File: config.mk
export PLATFORM = sky130hd
export DESIGN_NAME = seg_decode_capture
export DESIGN_NICKNAME = d
export VERILOG_FILES = /design/src/rtl/seg_pkg.sv /design/src/rtl/seg_pattern_decode.sv /design/src/rtl/seg_decode_capture.sv
export SDC_FILE = /design/constraint.sdc
export NUM_CORES = 1
export LEC_CHECK = 0
export BUFFER_PORTS_ARGS = -buffer_cell sky130_fd_sc_hd__buf_2
export CAP_MARGIN = 10
export CORE_UTILIZATION = 45
export DETAILED_ROUTE_END_ITERATION = 6
export HOLD_SLACK_MARGIN = 0.1
export PLACE_DENSITY = 0.75
export SETUP_SLACK_MARGIN = 0.4
export SKIP_LAST_GASP = 1
export SYNTH_ARGS = -nofsm -noshare
export SYNTH_HDL_FRONTEND = slang
export SYNTH_SLANG_ARGS = --single-unit
File: constraint.sdc
create_clock -name clk -period 2.82 [get_ports clk]
set_input_delay 0.564 -clock clk [delete_from_list [all_inputs] [get_ports clk]]
set_output_delay 0.564 -clock clk [all_outputs]
set_load 0.02 [all_outputs]
File: src/rtl/seg_pkg.sv
// Shared constants for the seven-segment capture block: active-low segment
// patterns (bit6=a ... bit0=g), result codes and the capture FSM states.
package seg_pkg;

  localparam logic [6:0] SEG_0    = 7'b0000001;
  localparam logic [6:0] SEG_1    = 7'b1001111;
  localparam logic [6:0] SEG_2    = 7'b0010010;
  localparam logic [6:0] SEG_3    = 7'b0000110;
  localparam logic [6:0] SEG_4    = 7'b1001100;
  localparam logic [6:0] SEG_5    = 7'b0100100;
  localparam logic [6:0] SEG_6    = 7'b0100000;
  localparam logic [6:0] SEG_7    = 7'b0001101;
  localparam logic [6:0] SEG_8    = 7'b0000000;
  localparam logic [6:0] SEG_9    = 7'b0000100;
  localparam logic [6:0] SEG_DASH = 7'b1111110;

  localparam logic [3:0] DASH = 4'hF;
  localparam logic [3:0] ERR  = 4'hE;

  typedef enum logic [1:0] {
    IDLE,
    SETTLE,
    EMIT,
    WAIT_CHANGE
  } state_t;

  // Position of the single low bit in an active-low digit select.
  function automatic logic [1:0] an_index(input logic [3:0] an);
    case (an)
      4'b1101: return 2'd1;
      4'b1011: return 2'd2;
      4'b0111: return 2'd3;
      default: return 2'd0;
    endcase
  endfunction

endpackage

File: src/rtl/seg_pattern_decode.sv
// Combinational seven-segment pattern lookup: digit 0-9, dash, or error.
module seg_pattern_decode
  import seg_pkg::*;
(
  input  logic [6:0] seg,
  output logic [3:0] value,
  output logic       is_err
);

  // Table lookup; anything outside the table is flagged as an error.
  always_comb begin
    value  = ERR;
    is_err = 1'b0;
    case (seg)
      SEG_0:    value = 4'd0;
      SEG_1:    value = 4'd1;
      SEG_2:    value = 4'd2;
      SEG_3:    value = 4'd3;
      SEG_4:    value = 4'd4;
      SEG_5:    value = 4'd5;
      SEG_6:    value = 4'd6;
      SEG_7:    value = 4'd7;
      SEG_8:    value = 4'd8;
      SEG_9:    value = 4'd9;
      SEG_DASH: value = DASH;
      default: begin
        value  = ERR;
        is_err = 1'b1;
      end
    endcase
  end

endmodule

File: src/rtl/seg_decode_capture.sv
// Samples a multiplexed seven-segment display, waits for a stable pattern,
// decodes it once and hands the result over with a valid/ready handshake.
module seg_decode_capture
  import seg_pkg::*;
#(
  parameter int unsigned STABLE_CYCLES = 4
) (
  input  logic        clk,
  input  logic        reset,
  input  logic [6:0]  seg,
  input  logic [3:0]  an,
  input  logic        out_ready,
  output logic        out_valid,
  output logic [1:0]  out_digit,
  output logic [3:0]  out_value,
  output logic        out_err,
  output logic [15:0] digit_vals,
  output logic [7:0]  err_count
);

  localparam logic [7:0] STABLE_N = 8'(STABLE_CYCLES);
  // A single required sample means the first valid sample is emitted directly.
  localparam bit DIRECT = (STABLE_CYCLES == 32'd1);

  state_t      r_state, w_state_next;
  logic [10:0] r_cap, w_cap_next;
  logic [7:0]  r_cnt, w_cnt_next;
  logic        r_valid, w_valid_next;
  logic [1:0]  r_digit, w_digit_next;
  logic [3:0]  r_value, w_value_next;
  logic        r_err, w_err_next;
  logic [15:0] r_vals, w_vals_next;
  logic [7:0]  r_err_count, w_err_count_next;

  logic [10:0] w_sample;
  logic        w_an_ok;
  logic        w_same;
  logic        w_emit;
  logic [10:0] w_dec_src;
  logic [1:0]  w_dec_idx;
  logic [3:0]  w_dec_value;
  logic        w_dec_err;

  assign w_sample = {an, seg};
  assign w_an_ok  = (an == 4'b1110) || (an == 4'b1101) || (an == 4'b1011) || (an == 4'b0111);
  assign w_same   = (w_sample == r_cap);

  // SETTLE decodes the held capture; a direct emit decodes the live sample.
  assign w_dec_src = (r_state == SETTLE) ? r_cap : w_sample;
  assign w_dec_idx = an_index(w_dec_src[10:7]);

  seg_pattern_decode u_decode (
    .seg    (w_dec_src[6:0]),
    .value  (w_dec_value),
    .is_err (w_dec_err)
  );

  // Next-state, capture/counter update and result registration.
  always_comb begin
    w_state_next     = r_state;
    w_cap_next       = r_cap;
    w_cnt_next       = r_cnt;
    w_valid_next     = r_valid;
    w_digit_next     = r_digit;
    w_value_next     = r_value;
    w_err_next       = r_err;
    w_vals_next      = r_vals;
    w_err_count_next = r_err_count;
    w_emit           = 1'b0;

    case (r_state)
      IDLE: begin
        if (w_an_ok) begin
          w_cap_next = w_sample;
          w_cnt_next = 8'd1;
          if (DIRECT) w_emit = 1'b1;
          else        w_state_next = SETTLE;
        end
      end
      SETTLE: begin
        if (r_cnt >= STABLE_N) begin
          w_emit = 1'b1;
        end else if (w_same) begin
          if (r_cnt != 8'hFF) w_cnt_next = r_cnt + 8'd1;
        end else if (w_an_ok) begin
          w_cap_next = w_sample;
          w_cnt_next = 8'd1;
        end else begin
          w_cnt_next   = 8'd0;
          w_state_next = IDLE;
        end
      end
      EMIT: begin
        // Inputs are ignored here; only the handshake moves us on.
        if (out_ready) begin
          w_valid_next = 1'b0;
          w_state_next = WAIT_CHANGE;
        end
      end
      WAIT_CHANGE: begin
        // A change is treated exactly like a fresh sample seen in IDLE.
        if (!w_same) begin
          if (w_an_ok) begin
            w_cap_next = w_sample;
            w_cnt_next = 8'd1;
            if (DIRECT) w_emit = 1'b1;
            else        w_state_next = SETTLE;
          end else begin
            w_cnt_next   = 8'd0;
            w_state_next = IDLE;
          end
        end
      end
      default: w_state_next = IDLE;
    endcase

    if (w_emit) begin
      w_state_next = EMIT;
      w_valid_next = 1'b1;
      w_digit_next = w_dec_idx;
      w_err_next   = w_dec_err;
      if (w_dec_err) begin
        w_value_next = ERR;
        if (r_err_count != 8'hFF) w_err_count_next = r_err_count + 8'd1;
      end else begin
        w_value_next = w_dec_value;
        w_vals_next[{w_dec_idx, 2'b00} +: 4] = w_dec_value;
      end
    end
  end

  // State and datapath registers with synchronous reset.
  always_ff @(posedge clk) begin
    if (reset) begin
      r_state     <= IDLE;
      r_cap       <= '1;
      r_cnt       <= 8'd0;
      r_valid     <= 1'b0;
      r_digit     <= 2'd0;
      r_value     <= 4'd0;
      r_err       <= 1'b0;
      r_vals      <= 16'hFFFF;
      r_err_count <= 8'd0;
    end else begin
      r_state     <= w_state_next;
      r_cap       <= w_cap_next;
      r_cnt       <= w_cnt_next;
      r_valid     <= w_valid_next;
      r_digit     <= w_digit_next;
      r_value     <= w_value_next;
      r_err       <= w_err_next;
      r_vals      <= w_vals_next;
      r_err_count <= w_err_count_next;
    end
  end

  assign out_valid  = r_valid;
  assign out_digit  = r_digit;
  assign out_value  = r_value;
  assign out_err    = r_err;
  assign digit_vals = r_vals;
  assign err_count  = r_err_count;

endmodule

==> impl_metrics.toml <==
[worst_setup_path]
crit_required_ps = 3060
crit_top_cell = "or4_4"
cp_top_family = "simple AND/OR/NAND/NOR gates"
crit_type = "reg2reg"
end_kind = "flop"
cp.arrival_ps = 2870
cpPeakStageDelay_ps = 540
cp_max_fo = 24
cp_cell_sequence = "buf_4 > nor2b_4 > buf_6 > o31a_1 > or4_4 > nand2_1 > or4_4 > buf_12 > or4b_1 > a21oi_2"
r2r-start = "r_state[1]$_SDFFE_PP0P_"
rr_endpoint = "err_count[6]$_SDFFE_PP0P_"
slowest_stage = "or4_4"
rrSetupSlack_ps = 190
r2r_cells = 10
start_kind = "flop"
critPathBufInv = 3

[yosys]
syn_inst = 351
synth_edf_count = 0
synthFlopType = "dfxtp_1"
synth.top_cells.by_area = "dfxtp_1 (35%), a211o_1 (4.9%), nor2_1 (4.4%)"
seq_area_frac_synth_pct = 34.8
syn_nets = 372
synth.cell_area_sq_um = 3050
synth_top_area_share_pct = 34.8
synth.largest_area_cell = "dfxtp_1"
ys_seq_elements = 53
ys_async_sr_fraction_pct = 0
avgSynthCellArea_sq_um = 8.68
synth_warnings = 0
netlist-cell-type-count = 56

[outcome]
outcome = "finished with violations"
violations = "DRC"

[detailed_routing]
met1_length_mm = 3.50
met3WireLength_um = 281
wl_met2_mm = 3.27
wl_per_cell_um = 15.3
postRouteAntennaNets = 0
vias = 2772
drt_wl_total_mm = 7.14
drtIter0Drc = 120
drtPass1Iterations = 7
top_layer = "met4"
drc = 16
via_per_inst = 5.94

[cts]
clk_pin_slew_ps = 100
cts.sinks = 53
cts_buffers = 5
cts_root_buf = "clkbuf_8"
clk_latency_ps = 310
hold_buffers = 0
cts_tree = "built"
ctsHtreeMaxLevel = 2
cts_buffer_depth = 2

[floorplanning]
die_y_um = 84.3
die_area_sq_um = 7100
pin_count = 46
start_util_pct = 47.2
rows = 29
die_x_um = 84.3
coreArea_sq_um = 6460

[timing]
timing.final.crit_share_pct = 93.2
hold_viol = 0
skew_ps = 9.66
rsz0062_at_grt = "yes"
min_period_ps = 2630
tightest_slew_ps = 732
slew_viol_final = 0
setup_viol = 0
setup_tns_ps = 0
slew_headroom_pct = 51.2
max_freq_mhz = 380

[flow_run]
cap_violations = 0

[place]
dp.cells = 454
port_buffers = 45
hpwl_mm = 5.02
dpl-instance-area_sq_um = 3370
gp_congestion = 0.866

[power_and_ir_drop]
ir_worst_vdd_uv = 338
clockPowerShare_pct = 29.4
cellPowerDensity_nw_per_um2 = 429
combPwrFrac_pct = 18.7
p_leak_nw = 1.36
power_mw = 1.54
seqPwrFrac_pct = 51.9
netSwitchingFraction_pct = 30.3
p_switching_mw = 0.466
p_int_mw = 1.07

[layout]
final_area_sq_um = 3580
syn2layout_area_growth_pct = 17.7
multi_input_area_sq_um = 1950
regArea_sq_um = 1070
drive_above_1_share_pct = 25.9
stdcell_count = 467
num_antenna_cells = 0
nets = 410
num-fill-cells = 614

[worst_hold_path]
hp-start = "out_value[3]$_SDFFE_PP0P_"
min_to = "out_value[3]$_SDFFE_PP0P_"
hold_class = "reg2reg"
worst_hold_path.num_cells = 2

[global_routing]
track_usage_pct = 21.1
overflow = 0
grt_max_degree = 38
grt_antenna_before_repair = 0
grt_pass1_vias = 2511
grt_pass1_wl_mm = 12.2
through the flow:
stage	util [%]	worst slack (ps)	hold slack (ps)
finish	55.5	191	460
global route	55.5	119	476
CTS	54.6	249	464
detailed placement	52.2	69.0	448
global placement	52.2	111	444
floorplan	-	276	459
cells in the final DEF, fill, tap and decap left out, types with 3 or more instances in the layout:
cell type,Yosys,final
a221o_1,12,12
nor3b_1,3,3
or4b_1,4,3
and3_1,7,7
nand3_2,0,4
or4_1,6,4
nand4_1,7,7
a31oi_2,1,3
a211o_1,17,17
a31oi_1,6,4
dfxtp_1,53,51
nand3_1,14,10
xnor2_1,4,4
nor4_2,0,4
nand2b_1,7,6
buf_4,2,11
o21ai_0,3,3
buf_2,3,46
nor4bb_1,5,4
xor2_1,14,14
mux2i_1,3,3
a21oi_2,0,3
nor2_1,36,36
o31ai_1,6,5
and2_1,3,3
ha_1,7,7
inv_1,9,9
nor2b_1,16,15
nand2_1,20,20
a21oi_1,12,9
a211oi_1,7,7
nor3_1,3,3
clkbuf_8,0,5
mux2_1,3,3
how the worst max path moves through the flow:
stage | cells after the start | from | to
6_report | 10 | r_state[1]$_SDFFE_PP0P_ | err_count[6]$_SDFFE_PP0P_
4_1_cts | 10 | r_state[1]$_SDFFE_PP0P_ | err_count[6]$_SDFFE_PP0P_
2_1_floorplan | 9 | seg[5] | err_count[1]$_SDFFE_PP0P_
3_3_place_gp | 9 | r_state[0]$_SDFFE_PP0P_ | err_count[4]$_SDFFE_PP0P_
3_5_place_dp | 9 | seg[0] | err_count[6]$_SDFFE_PP0P_
5_1_grt | 10 | r_state[1]$_SDFFE_PP0P_ | err_count[4]$_SDFFE_PP0P_
power groups by stage:
stage	registers, mW	clock network (mW)	logic, mW
CTS	0.795	0.469	0.274
detailed placement	0.813	0	0.262
finish	0.798	0.452	0.288
global route	0.801	0.504	0.315
global placement	0.812	0	0.257
floorplan	0.802	0	0.221
worst reg2reg max path: stages, from the launching register on:
cell and delay [ps]:
dfxtp_4 380, buf_4 170, nor2b_4 140, buf_6 130
o31a_1 180, or4_4 160, nand2_1 50, or4_4 540
buf_12 180, or4b_1 520, a21oi_2 130
cell families after synthesis:
group,synth area share (%)
DFF,34.8
AOI/OAI and AO/OA,20.5
and+or+nand+nor,27.7
adders and majority gates,2.88
muxes,3.20
xor gates and xnor gates,5.18
buffers and inverters,5.67
area by class of cell:
cell class / instances / area share (%)
well taps: 77 / 2.69
multi-input cells: 261 / 54.3
flip-flops and latches: 53 / 29.8
clock inverters: 3 / 0.698
clock buffers: 5 / 1.92
inverters: 9 / 0.943
repair buffers: 59 / 9.60
registers in the layout (all words and copies together) (netlist names):
register	cells
out_value	4
out_valid	1
r_state	2
r_cap	11
out_digit	2
err_count	8
r_cnt	8
out_err	1
digit_vals	16
timing repair:
action	4_1_cts	5_1_grt
resized for setup	10	11
endpoints found under the hold margin	0	0
cloned	1	0
setup buffers	3	1
endpoints found under the setup margin	27	42
pin swaps	0	2
synth_stat cells (5+ instances only):
| cell type | number |
|---|---|
| a211o_1 | 17 |
| a211oi_1 | 7 |
| a21oi_1 | 12 |
| a221o_1 | 12 |
| a31oi_1 | 6 |
| and3_1 | 7 |
| clkbuf_1 | 19 |
| dfxtp_1 | 53 |
| ha_1 | 7 |
| inv_1 | 9 |
| nand2_1 | 20 |
| nand2b_1 | 7 |
| nand3_1 | 14 |
| nand4_1 | 7 |
| nor2_1 | 36 |
| nor2b_1 | 16 |
| nor4_1 | 5 |
| nor4bb_1 | 5 |
| o31ai_1 | 6 |
| or4_1 | 6 |
| xor2_1 | 14 |
layer usage:
metal / track usage [%] / vias to the layer above
li1: - / 1368
met1: 29.3 / 1316
met2: 33.4 / 80
met3: 4.33 / 8
met4: 5.80 / 0
met5: 0 / -
(Power assumes the default switching activity.)
